$ cat config.mk
export PLATFORM = sky130hd
export DESIGN_NAME = sevenseg_mux_driver_flat
export DESIGN_NICKNAME = d
export VERILOG_FILES = /design/src/rtl/sevenseg_pkg.sv /design/src/rtl/sevenseg_mux_driver_if.sv /design/src/rtl/sevenseg_hex_decode.sv /design/src/rtl/sevenseg_mux_driver.sv /design/src/flat_wrapper.sv
export SDC_FILE = /design/constraint.sdc
export NUM_CORES = 1
export LEC_CHECK = 0
export ABC_AREA = 1
export BUFFER_PORTS_ARGS = -buffer_cell sky130_fd_sc_hd__buf_2
export CAP_MARGIN = 25
export CORE_MARGIN = 3
export CORE_UTILIZATION = 42
export DETAILED_ROUTE_END_ITERATION = 6
export GPL_ROUTABILITY_DRIVEN = 0
export PLACE_DENSITY_LB_ADDON = 0.25
export SLEW_MARGIN = 40
export SYNTH_ARGS = -nofsm -noshare
export SYNTH_HDL_FRONTEND = slang
export SYNTH_SLANG_ARGS = --single-unit
$ cat constraint.sdc
create_clock -name clock -period 2.5 [get_ports clock]
set_input_delay 0.5 -clock clock [delete_from_list [all_inputs] [get_ports clock]]
set_output_delay 0.5 -clock clock [all_outputs]
set_load 0.02 [all_outputs]
$ cat src/rtl/sevenseg_pkg.sv
// Shared types and glyph table for the
// multiplexed seven-segment display driver.
package sevenseg_pkg;

  typedef logic [3:0] nibble_t;
  typedef logic [6:0] seg_t;

  localparam seg_t SEG_OFF = 7'h00;

  // active-high {g,f,e,d,c,b,a}
  localparam seg_t GLYPH [16] = '{
    7'h3F, 7'h06, 7'h5B, 7'h4F,
    7'h66, 7'h6D, 7'h7D, 7'h07,
    7'h7F, 7'h6F, 7'h77, 7'h7C,
    7'h39, 7'h5E, 7'h79, 7'h71
  };

endpackage

$ cat src/rtl/sevenseg_mux_driver_if.sv
// Display port bundle: CPU-side data/strobes
// toward the driver, pin drive back out.
interface sevenseg_mux_driver_if
  import sevenseg_pkg::*;
#(
  parameter int NDIGITS = 4
);

  logic [4*NDIGITS-1:0] value;
  logic [NDIGITS-1:0]   dp_in;
  logic [NDIGITS-1:0]   digit_en;
  logic                 load;
  logic                 blank_lz;
  seg_t                 segments;
  logic                 dp;
  logic [NDIGITS-1:0]   anodes;
  logic                 frame_done;

  modport master (
    output value, dp_in, digit_en,
    output load, blank_lz,
    input  segments, dp, anodes,
    input  frame_done
  );

  modport slave (
    input  value, dp_in, digit_en,
    input  load, blank_lz,
    output segments, dp, anodes,
    output frame_done
  );

endinterface

$ cat src/rtl/sevenseg_hex_decode.sv
// Hex nibble to active-high segment pattern.
// Polarity is applied by the caller.
module sevenseg_hex_decode
  import sevenseg_pkg::*;
(
  input  nibble_t nib,
  output seg_t    seg
);

  assign seg = GLYPH[nib];

endmodule

$ cat src/rtl/sevenseg_mux_driver.sv
// Scanned seven-segment driver with frame-synced
// updates, leading-zero blanking and guard band.
module sevenseg_mux_driver
  import sevenseg_pkg::*;
#(
  parameter int NDIGITS     = 4,
  parameter int REFRESH_DIV = 50000,
  parameter int GUARD       = 500,
  parameter int SEG_ACT_LOW = 1,
  parameter int AN_ACT_LOW  = 1
) (
  input logic clock,
  input logic reset,
  sevenseg_mux_driver_if.slave disp
);

  localparam int SW = $clog2(REFRESH_DIV);
  localparam int IW =
    (NDIGITS > 1) ? $clog2(NDIGITS) : 1;

  localparam logic [SW-1:0] SLOT_LAST =
    SW'(REFRESH_DIV - 1);
  localparam logic [SW-1:0] GUARD_END =
    SW'(GUARD);
  localparam logic [IW-1:0] IDX_LAST =
    IW'(NDIGITS - 1);

  localparam bit SEG_INV = SEG_ACT_LOW != 0;
  localparam bit AN_INV  = AN_ACT_LOW != 0;

  localparam seg_t SEG_IDLE =
    SEG_OFF ^ {7{SEG_INV}};
  localparam logic [NDIGITS-1:0] AN_IDLE =
    {NDIGITS{AN_INV}};

  logic [SW-1:0]        slot_cnt;
  logic [IW-1:0]        digit_idx;
  logic [4*NDIGITS-1:0] shown_val;
  logic [4*NDIGITS-1:0] pend_val;
  logic [NDIGITS-1:0]   shown_dp;
  logic [NDIGITS-1:0]   pend_dp;
  logic                 pend_valid;

  logic               slot_end;
  logic               frame_end;
  logic [NDIGITS-1:0] zero_above;
  logic               zero_acc;
  logic               lz_blank;
  logic               lit;
  logic [NDIGITS-1:0] an_sel;
  nibble_t            nib;
  seg_t               glyph;

  assign slot_end  = slot_cnt == SLOT_LAST;
  assign frame_end = slot_end &&
                     digit_idx == IDX_LAST;

  // zero_above[i]: nibbles i..top are all zero
  always_comb begin
    zero_above = '0;
    zero_acc   = 1'b1;
    for (int i = NDIGITS - 1; i >= 0; i--) begin
      zero_acc      = zero_acc &&
                      shown_val[4*i +: 4] == 4'h0;
      zero_above[i] = zero_acc;
    end
  end

  assign lz_blank = disp.blank_lz &&
                    digit_idx != '0 &&
                    zero_above[digit_idx];

  assign lit = slot_cnt >= GUARD_END &&
               disp.digit_en[digit_idx] &&
               !lz_blank;

  assign nib    = shown_val[4*int'(digit_idx) +: 4];
  assign an_sel = NDIGITS'(1) << digit_idx;

  sevenseg_hex_decode u_dec (
    .nib (nib),
    .seg (glyph)
  );

  always_ff @(posedge clock) begin
    if (reset) begin
      slot_cnt        <= '0;
      digit_idx       <= '0;
      shown_val       <= '0;
      shown_dp        <= '0;
      pend_val        <= '0;
      pend_dp         <= '0;
      pend_valid      <= 1'b0;
      disp.segments   <= SEG_IDLE;
      disp.dp         <= SEG_INV;
      disp.anodes     <= AN_IDLE;
      disp.frame_done <= 1'b0;
    end else begin
      slot_cnt <= slot_end ? '0 : slot_cnt + 1'b1;
      if (slot_end)
        digit_idx <= (digit_idx == IDX_LAST) ?
                     '0 : digit_idx + 1'b1;

      if (frame_end && pend_valid) begin
        shown_val  <= pend_val;
        shown_dp   <= pend_dp;
        pend_valid <= 1'b0;
      end
      // a load on the boundary refills pending
      if (disp.load) begin
        pend_val   <= disp.value;
        pend_dp    <= disp.dp_in;
        pend_valid <= 1'b1;
      end

      disp.frame_done <= frame_end;
      if (lit) begin
        disp.anodes   <= an_sel ^ AN_IDLE;
        disp.segments <= glyph ^ {7{SEG_INV}};
        disp.dp       <= shown_dp[digit_idx] ^ SEG_INV;
      end else begin
        disp.anodes   <= AN_IDLE;
        disp.segments <= SEG_IDLE;
        disp.dp       <= SEG_INV;
      end
    end
  end

endmodule

$ cat src/flat_wrapper.sv
// flat-port wrapper written by rule: the top's interface ports become plain ports
module sevenseg_mux_driver_flat import sevenseg_pkg::*;
#(
  parameter int NDIGITS     = 4,
  parameter int REFRESH_DIV = 50000,
  parameter int GUARD       = 500,
  parameter int SEG_ACT_LOW = 1,
  parameter int AN_ACT_LOW  = 1
)
  (clock, reset, disp_value, disp_dp_in, disp_digit_en, disp_load, disp_blank_lz, disp_segments, disp_dp, disp_anodes, disp_frame_done);
  sevenseg_mux_driver_if #(.NDIGITS(NDIGITS)) disp_i ();
  input logic clock;
  input logic reset;
  input wire logic [$bits(disp_i.value)-1:0] disp_value;
  input wire logic [$bits(disp_i.dp_in)-1:0] disp_dp_in;
  input wire logic [$bits(disp_i.digit_en)-1:0] disp_digit_en;
  input wire logic [$bits(disp_i.load)-1:0] disp_load;
  input wire logic [$bits(disp_i.blank_lz)-1:0] disp_blank_lz;
  output wire logic [$bits(disp_i.segments)-1:0] disp_segments;
  output wire logic [$bits(disp_i.dp)-1:0] disp_dp;
  output wire logic [$bits(disp_i.anodes)-1:0] disp_anodes;
  output wire logic [$bits(disp_i.frame_done)-1:0] disp_frame_done;
  assign disp_i.value = disp_value;
  assign disp_i.dp_in = disp_dp_in;
  assign disp_i.digit_en = disp_digit_en;
  assign disp_i.load = disp_load;
  assign disp_i.blank_lz = disp_blank_lz;
  assign disp_segments = disp_i.segments;
  assign disp_dp = disp_i.dp;
  assign disp_anodes = disp_i.anodes;
  assign disp_frame_done = disp_i.frame_done;
  sevenseg_mux_driver #(.NDIGITS(NDIGITS), .REFRESH_DIV(REFRESH_DIV), .GUARD(GUARD), .SEG_ACT_LOW(SEG_ACT_LOW), .AN_ACT_LOW(AN_ACT_LOW)) u_core (.clock(clock), .reset(reset), .disp(disp_i));
endmodule
==> results.md, run 1 <==
- Overflow after GRT: 0
- Syn Nets: 498
- Final net count: 532
- Hold buffers post-CTS: 0
- DIE AREA: 0.008971 mm^2
- Setup crit start kind: register
- Slowest Stage Delay on Critical Path: 0.50 ns
- Max_cap viols: 0
- Clock Skews: 0.008554 ns
- Final Non-Filler Cells: 597
- First-pass GRT wire length: 12540 um
- Setup_tns: 0 ns
- Synth top area cells: dfxtp_1 (44%), nand2_1 (12%), nor2_1 (8.4%)
- Synth top area share: 43.60%
- H-tree levels: 3
- Largest net degree at the start of global routing: 25
- CTS tree: done
- DP Cell Count: 581
- Headroom to the max-slew limit: 53.13%
- Yosys cell types: 30
- I/O pin count: 41
- DR iter-0 viols: 193
- Row cnt: 31
- End-of-flow core utilization: 50.82%
- Drt pass-1 iters: 4
- Crit-path cells: ha_1, nand2_1, nor2_4, nand3_2, nor2_4, nand3_1, nand2_1, a21oi_1
- VDD IR max: 0.3186 mV
- Layout cells sized above 1: 16.06%
- Hold path cells: 3
- Worst path top cell family by delay: simple AND/OR/NAND/NOR gates
- Remaining antenna violation count: 0
- Layout filler cell count: 750
- Place WS: 0.5846 ns
- Core Region: 0.007447 mm^2
- Ant. Diodes: 0
- Tmin final: 1.906 ns
- Final period util: 76.24%
- WP depth: 8
- Chip Width: 94.72 um
- Static leakage: 1.502 nW
- Clock Latency Late Sink: 0.35 ns
- Synthesized area: 0.003306 mm^2
- Die extent in y: 94.72 um
- RSZ-0062 raised after global routing: no
- CP max FO: 20
- Area grow syn2layout: 14.50%
- Post-Synthesis Cells: 459
- Initial Utilization: 44.39%
- Pwr dens: 615.8 mW/mm^2
- Via count: 3011
- Post-synth EDFFs: 0
- Post-CTS Setup Inserts: 0
- Port bufs: 40
- Post-cts gate resize count: 0
- Required @ worst endpoint: 2.74 ns
- WL/cell: 12.32 um
- DRC Markers: 0
- #FFs+latches synth: 72
- Slack of the critical path: 0.5941 ns
- Hold Vio Cnt, Final: 0
- Initial antenna violation count: 0
- Slowest-stage cell, CP: nand3_1
- Vias in the first global route: 2690
- Reg2Reg Depth: 8
- Crit path buffers/inverters: 0
- Clock-pin transition on the worst setup and hold timing paths: 0.08 ns
- Seq/Total Area, Yosys: 43.60%
- Post-Route WL: 7355 um
- Fin. max-slew vios: 0
- Final setup violation count: 0
- TritonCTS sink count: 72
- Vias per Instance: 5.044
- Worst slew pin tran: 0.7010 ns
- WS Path Type: register to register
- Average cell area after synthesis: 7.202 um^2
- Crit end category: register
- Root Buffer: clkbuf_8
- Number of buffers created by CTS: 9
- Area leader, netlist: dfxtp_1
- Clock Tree Buf Depth: 2
- Synth warn: 0
- Total GRT Usage: 17.81%
- Max Clock Freq: 524.7 MHz
- Async set or reset register ratio after synthesis: 0%
- HP Class: input pin to register
- Setup slack, reg-to-reg: 0.59 ns
- Final HPWL DP: 5122 um
- Synth Flop Type: dfxtp_1
- Crit path DAT: 2.14 ns
- Outcome: completed
kinds of logic after synthesis:
logic type / count (synthesis) / synth area share [%]
fa+ha+maj: 11 / 4.163
xor+xnor: 6 / 1.590
compound gates: 66 / 10.45
simple gates: 250 / 33.12
flops: 72 / 43.60
buf+inv: 54 / 7.078
synthesized netlist by cell type, drive strengths merged, types with 2 or more instances:
library cell	n
or2	2
ha	11
nand2	106
xnor2	2
o21ai	33
dfxtp	72
inv	31
nor3	6
buf	10
a21oi	31
nand3	27
nor2	78
xor2	4
nand4	29
clkbuf	13
power by group:
part / switching (W) / internal (W)
combinational: 0.0000567 / 0.0000365
clock: 0.000456 / 0.000592
sequential: 0.0000160 / 0.00117
worst min-delay path: stages:
cell,delay (ns)
buf_2,0.07
nor2_1,0.03
nor2_1,0.08
path summary, 6_finish.rpt:
kind / start / endpoint
setup / recovery: u_core.slot_cnt[0] / u_core.shown_val[3]
hold / removal: disp_dp_in[2] / u_core.pend_dp[2]
hold reg to reg: u_core.slot_cnt[13] / u_core.slot_cnt[13]
setup reg to reg: u_core.slot_cnt[0] / u_core.shown_val[3]
layout make-up:
cell class                      count  area [um^2]  share of cell area [%]
Clock inverter                      6        90.09                   2.380
Clock buffer                       10        137.6                   3.636
Tap cell                           99        123.9                   3.273
Inverter                           31        116.4                   3.074
Sequential cell                    72         1441                   38.08
Timing Repair Buffer               46        245.2                   6.479
Multi-Input combinational cell    333         1630                   43.07
sequential cells by signal, summed over array words and instances, names as in the netlist:
name and cells:
u_core.disp.dp 1, u_core.pend_valid 1, u_core.shown_dp 4, u_core.shown_val 16
u_core.pend_val 16, u_core.slot_cnt 16, u_core.digit_idx 2, u_core.pend_dp 4
u_core.disp.segments 7, u_core.disp.frame_done 1, u_core.disp.anodes 4
per-layer routing:
layer / up-vias / track usage, % / share of wire, %
li1: 1569 / - / -
met1: 1366 / 25.89 / 53
met2: 70 / 24.72 / 41
met3: 6 / 4.382 / 5.0
met4: 0 / 7.813 / 0.95
met5: - / 0 / 0
cells in the final DEF (no fill, tap or decap), types with 4 or more instances in the layout:
cell type	synthesis	final
o21ai_0	30	30
buf_4	3	6
inv_1	25	25
nand2_1	104	104
xor2_1	4	4
dfxtp_1	72	72
nand3_1	26	26
nand4_1	29	29
buf_2	4	40
ha_1	11	11
nor2_1	74	74
nor3_1	6	6
clkbuf_8	0	10
a21oi_1	30	30
inv_2	6	6
through the flow:
stage                     total power [W]  hold slack (ns)  instance area (um^2)
after CTS                        0.002355           0.3456                  3785
after floorplan                  0.001269           0.4296                  3306
after global routing             0.002419           0.3463                  3785
after global placement           0.001305           0.4438                  3557
final                            0.002331           0.3639                  3785
after detailed placement         0.001309           0.4541                  3557
Power figures use the tool's default switching activity.
==> run 2: changes to the inputs <==
==> constraint.sdc (replaced) <==
create_clock -name clock -period 1.8 [get_ports clock]
set_input_delay 0.36 -clock clock [delete_from_list [all_inputs] [get_ports clock]]
set_output_delay 0.36 -clock clock [all_outputs]
set_load 0.02 [all_outputs]
==> run 2 against run 1 <==
Effect of this change:
- highest routed layer unchanged
- first-iteration DRC count up 3.1%
- utilization up 0.52 points
- global-route usage down 0.20 points
- maximum frequency up 17%
- register-to-register slack worse by 0.43 ns
- clock skew up 0.0035 ns
- critical path type unchanged
==> results.md, run 2 (same netlist as run 1, synthesis figures left out) <==
- Top Layer Used: met4
- Worst path top cell family by delay: simple AND/OR/NAND/NOR gates
- M1 wire length: 3841 um (-1.7%)
- Core Region: 0.007447 mm^2 (unchanged)
- Die extent in y: 94.72 um (unchanged)
- Final HPWL DP: 5370 um (+4.8%)
- Hold path cells: 3 (unchanged)
- Worst hold start: disp_value[2]
- DR iter-0 viols: 199 (+3.1%)
- First-pass GRT wire length: 12590 um (+0.38%)
- Slowest-stage cell, CP: dfxtp_2
- Worst R2R End: u_core.disp.segments[0]
- Drt pass-1 iters: 6 (+2)
- Remaining antenna violation count: 0 (unchanged)
- Setup_tns: 0 ns (unchanged)
- Number of buffers created by CTS: 9 (unchanged)
- Commonest cells after routing, fill and taps aside: nand2_1 (104), nor2_1 (74), dfxtp_1 (71)
- Port bufs: 40 (unchanged)
- Post-placement cell area: 0.003607 mm^2 (+1.4%)
- Headroom to the max-slew limit: 63.16% (+10 points)
- I/O pin count: 41 (unchanged)
- Layout cells sized above 1: 17.10% (+1.0 points)
- Static leakage: 1.523 nW (+1.4%)
- Sw frac: 23.36% (+0.69 points)
- RSZ-0062 raised after global routing: no
- Most common cell after layout, fill and taps aside: nand2_1
- Hold Vio Cnt, Final: 0 (unchanged)
- Vias per Instance: 5.038 (-0.11%)
- Tmin final: 1.632 ns (-0.2739 ns)
- CTS tree: done
- Initial Utilization: 44.39% (unchanged)
- Crit path buffers/inverters: 1 (+1)
- Ant. Diodes: 0 (unchanged)
- Max_cap viols: 0 (unchanged)
- TritonCTS sink count: 72 (unchanged)
- Area grow syn2layout: 15.67%
- Final period util: 90.67% (+14 points)
- Clock Skews: 0.01203 ns (+0.003480 ns)
- Sequential power share: 52.6% (+1.6 points)
- HP Class: input pin to register
- Initial antenna violation count: 0 (unchanged)
- WS Path Type: register to register
- Worst hold slack: 0.2277 ns (-0.1362 ns)
- Crit path DAT: 1.86 ns (-0.28 ns)
- Setup slack, reg-to-reg: 0.17 ns (-0.43 ns)
- Pwr dens: 820.9 mW/mm^2 (+33%)
- VDD IR max: 0.4319 mV (+36%)
- Crit end category: register
- WL/cell: 12.28 um (-0.33%)
- Worst hold path endpoint: u_core.pend_val[2]
- Clock Power Share: 43.3% (-1.7 points)
- Required @ worst endpoint: 2.03 ns (-0.71 ns)
- Finished layout cell area: 0.003824 mm^2 (+1.0%)
- Post-Route WL: 7392 um (+0.50%)
- Reg2reg start: u_core.digit_idx[0]
- Clock-pin transition on the worst setup and hold timing paths: 0.08 ns (about the same)
- Outcome: completed
- Post-cts gate resize count: 0 (unchanged)
- Clock Tree Buf Depth: 2 (unchanged)
- Worst slew pin tran: 0.5520 ns (-0.1491 ns)
- Clock Latency Late Sink: 0.35 ns (about the same)
- Slowest Stage Delay on Critical Path: 0.39 ns (-0.11 ns)
- CP max FO: 8 (-60%)
- Final Total Pwr: 0.003139 W (+35%)
- Hold buffers post-CTS: 0 (unchanged)
- Fin. max-slew vios: 0 (unchanged)
- Root Buffer: clkbuf_8
- Setup crit start kind: register
- Vias in the first global route: 2749 (+2.2%)
- Row cnt: 31 (unchanged)
- DRC Markers: 0 (unchanged)
- Crit-path cells: buf_4, nand2_1, nand3_1, nand2_1, ha_1, or2_2, nand3_1, nand4_1
- Met2 wire length: 2999 um (-0.23%)
- Overflow after GRT: 0 (unchanged)
- Internal Power: 0.002405 W (+33%)
- Chip Width: 94.72 um (unchanged)
- Final net count: 537 (+0.94%)
- Top flop regs: u_core.pend_val x16, u_core.shown_val x16, u_core.slot_cnt x16
- Via count: 3033 (+0.73%)
- Reg2Reg Depth: 8 (unchanged)
- Largest net degree at the start of global routing: 25 (unchanged)
- DR WL met3: 414 um (+13%)
- Comb pwr share: 4.1% (about the same)
- Max Clock Freq: 612.7 MHz (+17%)
- P_sw: 0.0007333 W (+39%)
- H-tree levels: 3 (unchanged)
- Final setup violation count: 0 (unchanged)
- Total GRT Usage: 17.61% (-0.20 points)
- DIE AREA: 0.008971 mm^2 (unchanged)
- Post-CTS Setup Inserts: 0 (unchanged)
[run 2: changes by cell type in the layout (fill, tap and decap cells not counted), sizes merged]
cell,change
clkbuf,+1
buf,+5
bufinv,-1
[run 2: metal layers]
| metal | vias to the layer above | track usage [%] |
|---|---|---|
| met5 | - | 0 |
| met1 | 1348 | 24.86 |
| met3 | 13 | 3.187 |
| met4 | 0 | 7.933 |
| li1 | 1584 | - |
| met2 | 88 | 26.07 |
[run 2: worst max path at each step]
stage                                   start                       to  slack (ns)  depth (start not counted)
after detailed placement  u_core.digit_idx[0]  u_core.disp.segments[0]        0.13                          8
after global routing       u_core.slot_cnt[0]     u_core.shown_val[12]        0.03                          9
final                     u_core.digit_idx[0]  u_core.disp.segments[0]        0.17                          8
after CTS                 u_core.digit_idx[0]  u_core.disp.segments[0]        0.11                          8
after floorplan           u_core.digit_idx[0]  u_core.disp.segments[0]        0.15                         11
after global placement    u_core.digit_idx[0]  u_core.disp.segments[0]        0.15                          8
[run 2: worst reg2reg max path, cell delays in order, from the launching register on]
cell and delay [ns]:
dfxtp_2 0.39, buf_4 0.17, nand2_1 0.06, nand3_1 0.08
nand2_1 0.13, ha_1 0.25, or2_2 0.30, nand3_1 0.07
nand4_1 0.07
[run 2: per-stage QoR]
stage | worst slack [ns] | std cells | utilization, %
after floorplan | 0.1453 | 459 | -
after global placement | 0.1505 | 586 | 48.44
after detailed placement | 0.1259 | 586 | 48.44
after CTS | 0.1065 | 602 | 51.33
after global routing | 0.02865 | 602 | 51.34
final | 0.1680 | 602 | 51.34
[run 2: cell type report]
class                      instances  area [um^2]
multi-input combinational        333         1630
tap                               99        123.9
clock buffer                      11        151.4
sequential                        72         1443
clock inverter                     5        63.81
fill                             772         3623
timing repair buffer              51        295.3
inverter                          31        116.4
[run 2: power groups by stage]
stage	clock [W]	combinational, W	sequential, W
floorplan	0	0.0000805	0.00168
global placement	0	0.000126	0.00169
detailed placement	0	0.000129	0.00169
CTS	0.00139	0.000131	0.00165
global route	0.00144	0.000151	0.00166
finish	0.00136	0.000129	0.00165
